<file path="src/rtl/audio_fifo_reader_pkg.sv">
// Shared types and constants for the audio FIFO read path.
package audio_fifo_pkg;

  localparam int DEF_DATA_W = 32;
  localparam int DEF_DIV_W  = 32;
  localparam int DEF_UCNT_W = 16;

  // Shortest legal sample period minus one; leaves room for RD and CAP
  // before the next tick can arrive.
  localparam int MIN_PERIOD = 3;

  typedef enum logic [1:0] {
    IDLE,
    WAIT,
    RD,
    CAP
  } state_e;

endpackage

</file>
<file path="src/rtl/audio_fifo_reader_if.sv">
// Control, FIFO read port and sample outputs of the audio FIFO reader.
// master: the reader itself. slave: the surrounding system (FIFO, software regs, codec).
interface audio_fifo_reader_if #(
  parameter int DATA_W = 32,
  parameter int DIV_W  = 32,
  parameter int UCNT_W = 16
);

  logic [DIV_W-1:0]    div_freq;
  logic                pause;
  logic                stop;
  logic                fifo_empty;
  logic [DATA_W-1:0]   fifo_q;
  logic                fifo_rdreq;
  logic [DATA_W/2-1:0] sample_left;
  logic [DATA_W/2-1:0] sample_right;
  logic                sample_valid;
  logic                underflow;
  logic [UCNT_W-1:0]   underflow_cnt;

  modport master (
    input  div_freq, pause, stop, fifo_empty, fifo_q,
    output fifo_rdreq, sample_left, sample_right, sample_valid, underflow, underflow_cnt
  );

  modport slave (
    output div_freq, pause, stop, fifo_empty, fifo_q,
    input  fifo_rdreq, sample_left, sample_right, sample_valid, underflow, underflow_cnt
  );

endinterface

</file>
<file path="src/rtl/audio_fifo_reader_rate_tick.sv">
// Sample-rate tick generator: counts 0..P with P = max(div_freq, MIN_PERIOD)
// and pulses tick on the last count. The period is captured only on wrap or
// clear, so a div_freq change never shortens the period in flight.
module audio_rate_tick
  import audio_fifo_pkg::*;
#(
  parameter int DIV_W = DEF_DIV_W
) (
  input  logic             clk,
  input  logic             reset,
  input  logic [DIV_W-1:0] div_freq_i,
  input  logic             run_i,
  input  logic             clear_i,
  output logic             tick_o
);

  localparam logic [DIV_W-1:0] MIN_P = DIV_W'(MIN_PERIOD);

  logic [DIV_W-1:0] count_q, count_d;
  logic [DIV_W-1:0] period_q, period_d;
  logic [DIV_W-1:0] period_clamped;
  logic             at_end;

  assign period_clamped = (div_freq_i < MIN_P) ? MIN_P : div_freq_i;
  assign at_end         = (count_q == period_q);
  assign tick_o         = run_i && !clear_i && at_end;

  // Next count/period: clear and wrap both reload the period, otherwise count while running.
  always_comb begin
    // NOTE: every output gets a default first, so no path can infer a latch.
    count_d  = count_q;
    period_d = period_q;
    if (clear_i) begin
      count_d  = '0;
      period_d = period_clamped;
    end else if (run_i) begin
      if (at_end) begin
        count_d  = '0;
        period_d = period_clamped;
      end else begin
        count_d = count_q + DIV_W'(1);
      end
    end
  end

  // Counter and period registers.
  always_ff @(posedge clk or posedge reset) begin
    // NOTE: state uses non-blocking assignments so all flops update together at the edge.
    if (reset) begin
      count_q  <= '0;
      period_q <= MIN_P;
    end else begin
      count_q  <= count_d;
      period_q <= period_d;
    end
  end

endmodule

</file>
<file path="src/rtl/audio_fifo_reader.sv">
// Read side of the Nios audio sample FIFO: pops one stereo word per sample
// period and holds it as left/right samples, honouring pause/stop and
// flagging underflow.
// Optional feature: define AUDIO_FIFO_READER_UCNT_EN to build the saturating
// underflow counter; otherwise underflow_cnt is tied to zero.
// Timing: tick in WAIT -> RD (fifo_rdreq high) -> CAP (fifo_q valid, latched
// at the closing edge) -> new samples and sample_valid presented.
module audio_fifo_reader
  import audio_fifo_pkg::*;
#(
  parameter int DATA_W = DEF_DATA_W,
  parameter int DIV_W  = DEF_DIV_W,
  parameter int UCNT_W = DEF_UCNT_W
) (
  input  logic                clk,
  input  logic                reset,
  audio_fifo_reader_if.master bus
);

  localparam int HALF_W = DATA_W / 2;

  state_e            state_q;
  logic              rdreq_q;
  logic [HALF_W-1:0] left_q;
  logic [HALF_W-1:0] right_q;
  logic              valid_q;
  logic              uflow_q;

  logic tick;
  logic cnt_clear;
  logic cnt_run;
  logic uflow_evt;

  // Counter is held at zero while idle or stopped and frozen while paused.
  assign cnt_clear = bus.stop || (state_q == IDLE);
  assign cnt_run   = !bus.pause;

  // A period elapsed with nothing to pop; tick is already suppressed by stop.
  assign uflow_evt = (state_q == WAIT) && tick && bus.fifo_empty;

  audio_rate_tick #(
    .DIV_W (DIV_W)
  ) u_tick (
    .clk        (clk),
    .reset      (reset),
    .div_freq_i (bus.div_freq),
    .run_i      (cnt_run),
    .clear_i    (cnt_clear),
    .tick_o     (tick)
  );

  // Playback FSM with registered strobes, sample holding and the sticky underflow flag.
  // Pause is only looked at in IDLE (entry) and via the frozen tick, so a
  // pop started in RD always completes through CAP.
  always_ff @(posedge clk or posedge reset) begin
    if (reset) begin
      state_q <= IDLE;
      rdreq_q <= 1'b0;
      left_q  <= '0;
      right_q <= '0;
      valid_q <= 1'b0;
      uflow_q <= 1'b0;
    end else begin
      rdreq_q <= 1'b0;
      valid_q <= 1'b0;
      if (bus.stop) begin
        state_q <= IDLE;
        left_q  <= '0;
        right_q <= '0;
        uflow_q <= 1'b0;
      end else begin
        case (state_q)
          IDLE: begin
            if (!bus.pause) state_q <= WAIT;
          end
          WAIT: begin
            if (tick) begin
              if (!bus.fifo_empty) begin
                state_q <= RD;
                rdreq_q <= 1'b1;
              end else begin
                uflow_q <= 1'b1;
              end
            end
          end
          RD: begin
            state_q <= CAP;
          end
          CAP: begin
            left_q  <= bus.fifo_q[DATA_W-1:HALF_W];
            right_q <= bus.fifo_q[HALF_W-1:0];
            valid_q <= 1'b1;
            state_q <= WAIT;
          end
          default: begin
            state_q <= IDLE;
          end
        endcase
      end
    end
  end

`ifdef AUDIO_FIFO_READER_UCNT_EN
  localparam logic [UCNT_W-1:0] UCNT_MAX = '1;

  logic [UCNT_W-1:0] ucnt_q;

  // Saturating count of underflow periods, cleared by stop.
  always_ff @(posedge clk or posedge reset) begin
    if (reset) begin
      ucnt_q <= '0;
    end else if (bus.stop) begin
      ucnt_q <= '0;
    end else if (uflow_evt && (ucnt_q != UCNT_MAX)) begin
      ucnt_q <= ucnt_q + UCNT_W'(1);
    end
  end

  assign bus.underflow_cnt = ucnt_q;
`else
  logic unused_uflow_evt;
  assign unused_uflow_evt  = uflow_evt;
  assign bus.underflow_cnt = {UCNT_W{1'b0}};
`endif

  assign bus.fifo_rdreq   = rdreq_q;
  assign bus.sample_left  = left_q;
  assign bus.sample_right = right_q;
  assign bus.sample_valid = valid_q;
  assign bus.underflow    = uflow_q;

endmodule
</file>
<file path="src/flat_wrapper.sv">
// flat-port wrapper written by rule: the top's interface ports become plain ports
module audio_fifo_reader_flat import audio_fifo_pkg::*;
#(
  parameter int DATA_W = DEF_DATA_W,
  parameter int DIV_W  = DEF_DIV_W,
  parameter int UCNT_W = DEF_UCNT_W
)
  (clk, reset, bus_div_freq, bus_pause, bus_stop, bus_fifo_empty, bus_fifo_q, bus_fifo_rdreq, bus_sample_left, bus_sample_right, bus_sample_valid, bus_underflow, bus_underflow_cnt);
  audio_fifo_reader_if #(.DATA_W(DATA_W), .DIV_W(DIV_W), .UCNT_W(UCNT_W)) bus_i ();
  input  logic clk;
  input  logic reset;
  input wire logic [$bits(bus_i.div_freq)-1:0] bus_div_freq;
  input wire logic [$bits(bus_i.pause)-1:0] bus_pause;
  input wire logic [$bits(bus_i.stop)-1:0] bus_stop;
  input wire logic [$bits(bus_i.fifo_empty)-1:0] bus_fifo_empty;
  input wire logic [$bits(bus_i.fifo_q)-1:0] bus_fifo_q;
  output wire logic [$bits(bus_i.fifo_rdreq)-1:0] bus_fifo_rdreq;
  output wire logic [$bits(bus_i.sample_left)-1:0] bus_sample_left;
  output wire logic [$bits(bus_i.sample_right)-1:0] bus_sample_right;
  output wire logic [$bits(bus_i.sample_valid)-1:0] bus_sample_valid;
  output wire logic [$bits(bus_i.underflow)-1:0] bus_underflow;
  output wire logic [$bits(bus_i.underflow_cnt)-1:0] bus_underflow_cnt;
  assign bus_i.div_freq = bus_div_freq;
  assign bus_i.pause = bus_pause;
  assign bus_i.stop = bus_stop;
  assign bus_i.fifo_empty = bus_fifo_empty;
  assign bus_i.fifo_q = bus_fifo_q;
  assign bus_fifo_rdreq = bus_i.fifo_rdreq;
  assign bus_sample_left = bus_i.sample_left;
  assign bus_sample_right = bus_i.sample_right;
  assign bus_sample_valid = bus_i.sample_valid;
  assign bus_underflow = bus_i.underflow;
  assign bus_underflow_cnt = bus_i.underflow_cnt;
  audio_fifo_reader #(.DATA_W(DATA_W), .DIV_W(DIV_W), .UCNT_W(UCNT_W)) u_core (.clk(clk), .reset(reset), .bus(bus_i));
endmodule
</file>
<file path="config.mk">
export PLATFORM = sky130hd
export DESIGN_NAME = audio_fifo_reader_flat
export DESIGN_NICKNAME = d
export VERILOG_FILES = /design/src/rtl/audio_fifo_reader_pkg.sv /design/src/rtl/audio_fifo_reader_if.sv /design/src/rtl/audio_fifo_reader_rate_tick.sv /design/src/rtl/audio_fifo_reader.sv /design/src/flat_wrapper.sv
export SDC_FILE = /design/constraint.sdc
export NUM_CORES = 1
export LEC_CHECK = 0
export CAP_MARGIN = 20
export CORE_ASPECT_RATIO = 2
export CORE_MARGIN = 10
export CORE_UTILIZATION = 50
export CTS_CLUSTER_SIZE = 28
export DETAILED_ROUTE_END_ITERATION = 8
export HOLD_SLACK_MARGIN = 0.15
export PLACE_DENSITY = 0.81
export SLEW_MARGIN = 5
export SYNTH_ARGS = -nofsm -noshare
export SYNTH_HDL_FRONTEND = slang
export SYNTH_HIERARCHICAL = 1
export SYNTH_SLANG_ARGS = --single-unit
</file>
<file path="constraint.sdc">
create_clock -name clk -period 3 [get_ports clk]
set_clock_uncertainty 0.05 [all_clocks]
set_input_delay 0.6 -clock clk [delete_from_list [all_inputs] [get_ports clk]]
set_output_delay 0.6 -clock clk [all_outputs]
set_load 0.005 [all_outputs]
</file>
==> results.ini <==
[outcome]
status=complete, no violations

[place]
hpwl_um=9090
io_buffers=103
pre_cts_slack_ps=230
placedCellCount=662
gp_congestion=0.910
place_area_um2=6030

[timing]
layout_worst_path_cycle_share_pct=89.8
worstMarginPinSlew_ps=972
slew_headroom_pct=35.2
setup_viol=0
finalMaxSlewViolations=0
holdWs_ps=436
tns_ps=0
rsz0062_at_grt=false
fmax_ghz=0.371
worst_slack_ps=305
post-route-min-period_ps=2690
finalHoldViolCount=0

[pwr]
p_per_area_nw_per_um2=580
totalPowerFinal_mw=3.66
p_leak_nw=2.70
peakVddDrop_v=0.000360

[worst_setup_path]
critPathMaxFanout=5
cpPeakStageDelay_ps=440
path_buf_inv=3
arrival_ps=2870
endpoint_kind=register
cp_cell_sequence=xor2_1 -> nor4_1 -> buf_4 -> nand4_1 -> buf_4 -> nor4_1 -> inv_1 -> a222oi_1 -> mux2_2
slowest_stage=dfrtp_1
required_ps=3170
start_kind=register
worstSetupPathType=register to register
path_delay_family=simple AND/OR/NAND/NOR gates

[cts]
clock_path_buffers=2
hold_buffers=0
clockRootBuffer=clkbuf_16
ctsResizeCount=0
h-tree-depth=3
cts_buffers=9
post_cts_buffers=0
cts_tree=done
clk_pin_slew_worst_paths_ps=70
clkSinkCount=101
clk_latency_ps=330

[logic_synthesis]
yosys.cell_types.count=38
ys_seq_elements=101
synth_top_area_share_pct=50.5
ys.warnings.count=6
ys_seq_area_share_pct=51.5
avgSynthCellArea_um2=11.3
syn_inst=436
synth_top_area_cell=dfrtp_1
yosysMostFrequentCell=dfrtp_1
syn_area_um2=4910
synth_edf_count=0
synth.area.top_cells=dfrtp_1 (50%), xor2_1 (9.1%), mux2i_1 (7.1%), mux2_2 (6.7%), nor2_1 (5.6%)
async_reset_ff_share_pct=100
netlist_top_cells_count=dfrtp_1 (99), nor2_1 (73), xor2_1 (51)
ys.flop_type=dfrtp_1

[routing]
route.vias.total=3525
drtIter0Drc=123
viasPerCell=5.20
wirelength_um=11800
firstDrtPassIters=4
ant_nets=0
routedWlPerCell_um=17.4
route.detailed.drc=0

[floorplanning]
die_width_um=90.1
start_util_pct=50.6
num_rows=51
core_region_area_um2=9700
dieArea_um2=14400
ios=120
die_h_um=160

[global_routing]
grt_pass1_wl_um=19300
grt_overflow=0
first_global_vias=3767
grt_antenna_before_repair=0
grtUsageTotal_pct=16.4
grt_max_degree=57

[layout]
final_core_util_pct=65.1
final_cell_area_um2=6310
antenna_cells=0
drive_above_1_share_pct=11.0
nFillCells=794
area_delta_synth_final_pct=28.6
fin_nets=615
fin_cells=678

[worst_hold_path]
min_path_type=register to register

[job]
cap_violations=0

routing by layer:
layer	GRT usage (%)	routed length [um]	share of wire [%]
met1	17.1	4540	39
met2	29.6	6240	53
met3	4.18	611	5.2
met4	7.93	405	3.4
met5	0	0	0
placed cells by master (no fill, tap or decap), types with 4 or more instances in the layout:
master           Yosys  routed
mux2_2              29      29
xor2_1              51      51
buf_4               19       7
nor4_1              16      16
inv_1               10       9
nand3_1             11      11
nor2_1              73      73
ha_1                 5       4
xnor2_1             10      10
and4_1               7       7
clkbuf_16            0       9
mux2i_1             35      35
clkdlybuf4s50_1      0     103
conb_1               1      16
nand2_1              9       9
nand4_1             13      13
and3_1               8       8
dfrtp_1             99      99
cells by family after synthesis:
family,after synthesis,share of synthesized area [%]
simple gates,147,14.7
buf+inv,43,5.33
compound gates,12,1.99
mux,66,14.2
flops,101,51.5
fa+ha+maj,5,1.27
other cells,1,0.0764
xor+xnor,61,10.9
worst reg2reg max path: cells and delay by family (launching register included):
family | cells | cell delay (ps)
flip-flops | 1 | 440
XOR/XNOR | 1 | 190
multiplexers | 1 | 380
AO/OA/AOI/OAI | 1 | 360
buffers and inverters | 3 | 470
AND/OR/NAND/NOR | 3 | 690
report_power, final:
group / total, mW / switching [mW] / internal (mW)
Sequential: 1.69 / 0.147 / 1.55
Combinational: 0.897 / 0.411 / 0.486
Clock: 1.07 / 0.486 / 0.585
flip-flops by register name, indices dropped and copies added, names as in the netlist:
signal                   flops
u_core/state_q               2
u_core/u_tick/period_q      32
u_core/bus.underflow         1
u_core/bus.sample_right     16
u_core/u_tick/count_q       32
u_core/bus.sample_valid      1
u_core/bus.sample_left      16
u_core/bus.fifo_rdreq        1
final timing paths:
check                                          start                   endpoint  slack (ps)  cells after the start
hold reg to reg            u_core/u_tick/period_q[1]  u_core/u_tick/period_q[1]         440                      2
max in group asynchronous                      reset  u_core/u_tick/period_q[5]        1630                      3
hold / removal             u_core/u_tick/period_q[1]  u_core/u_tick/period_q[1]         440                      2
setup reg to reg            u_core/u_tick/count_q[4]          u_core/state_q[0]         310                      9
setup / recovery            u_core/u_tick/count_q[4]          u_core/state_q[0]         310                      9
min in group asynchronous                      reset  u_core/u_tick/count_q[22]         670                      2
layout make-up:
cell class / instances / area, um^2 / area share (%)
Sequential cell: 101 / 2530 / 40.1
Multi-Input combinational cell: 307 / 2180 / 34.5
Timing Repair Buffer: 112 / 1120 / 17.8
Clock buffer: 11 / 243 / 3.85
Tap cell: 132 / 165 / 2.62
Inverter: 10 / 37.5 / 0.595
Clock inverter: 5 / 36.3 / 0.575
(Power assumes the default switching activity.)
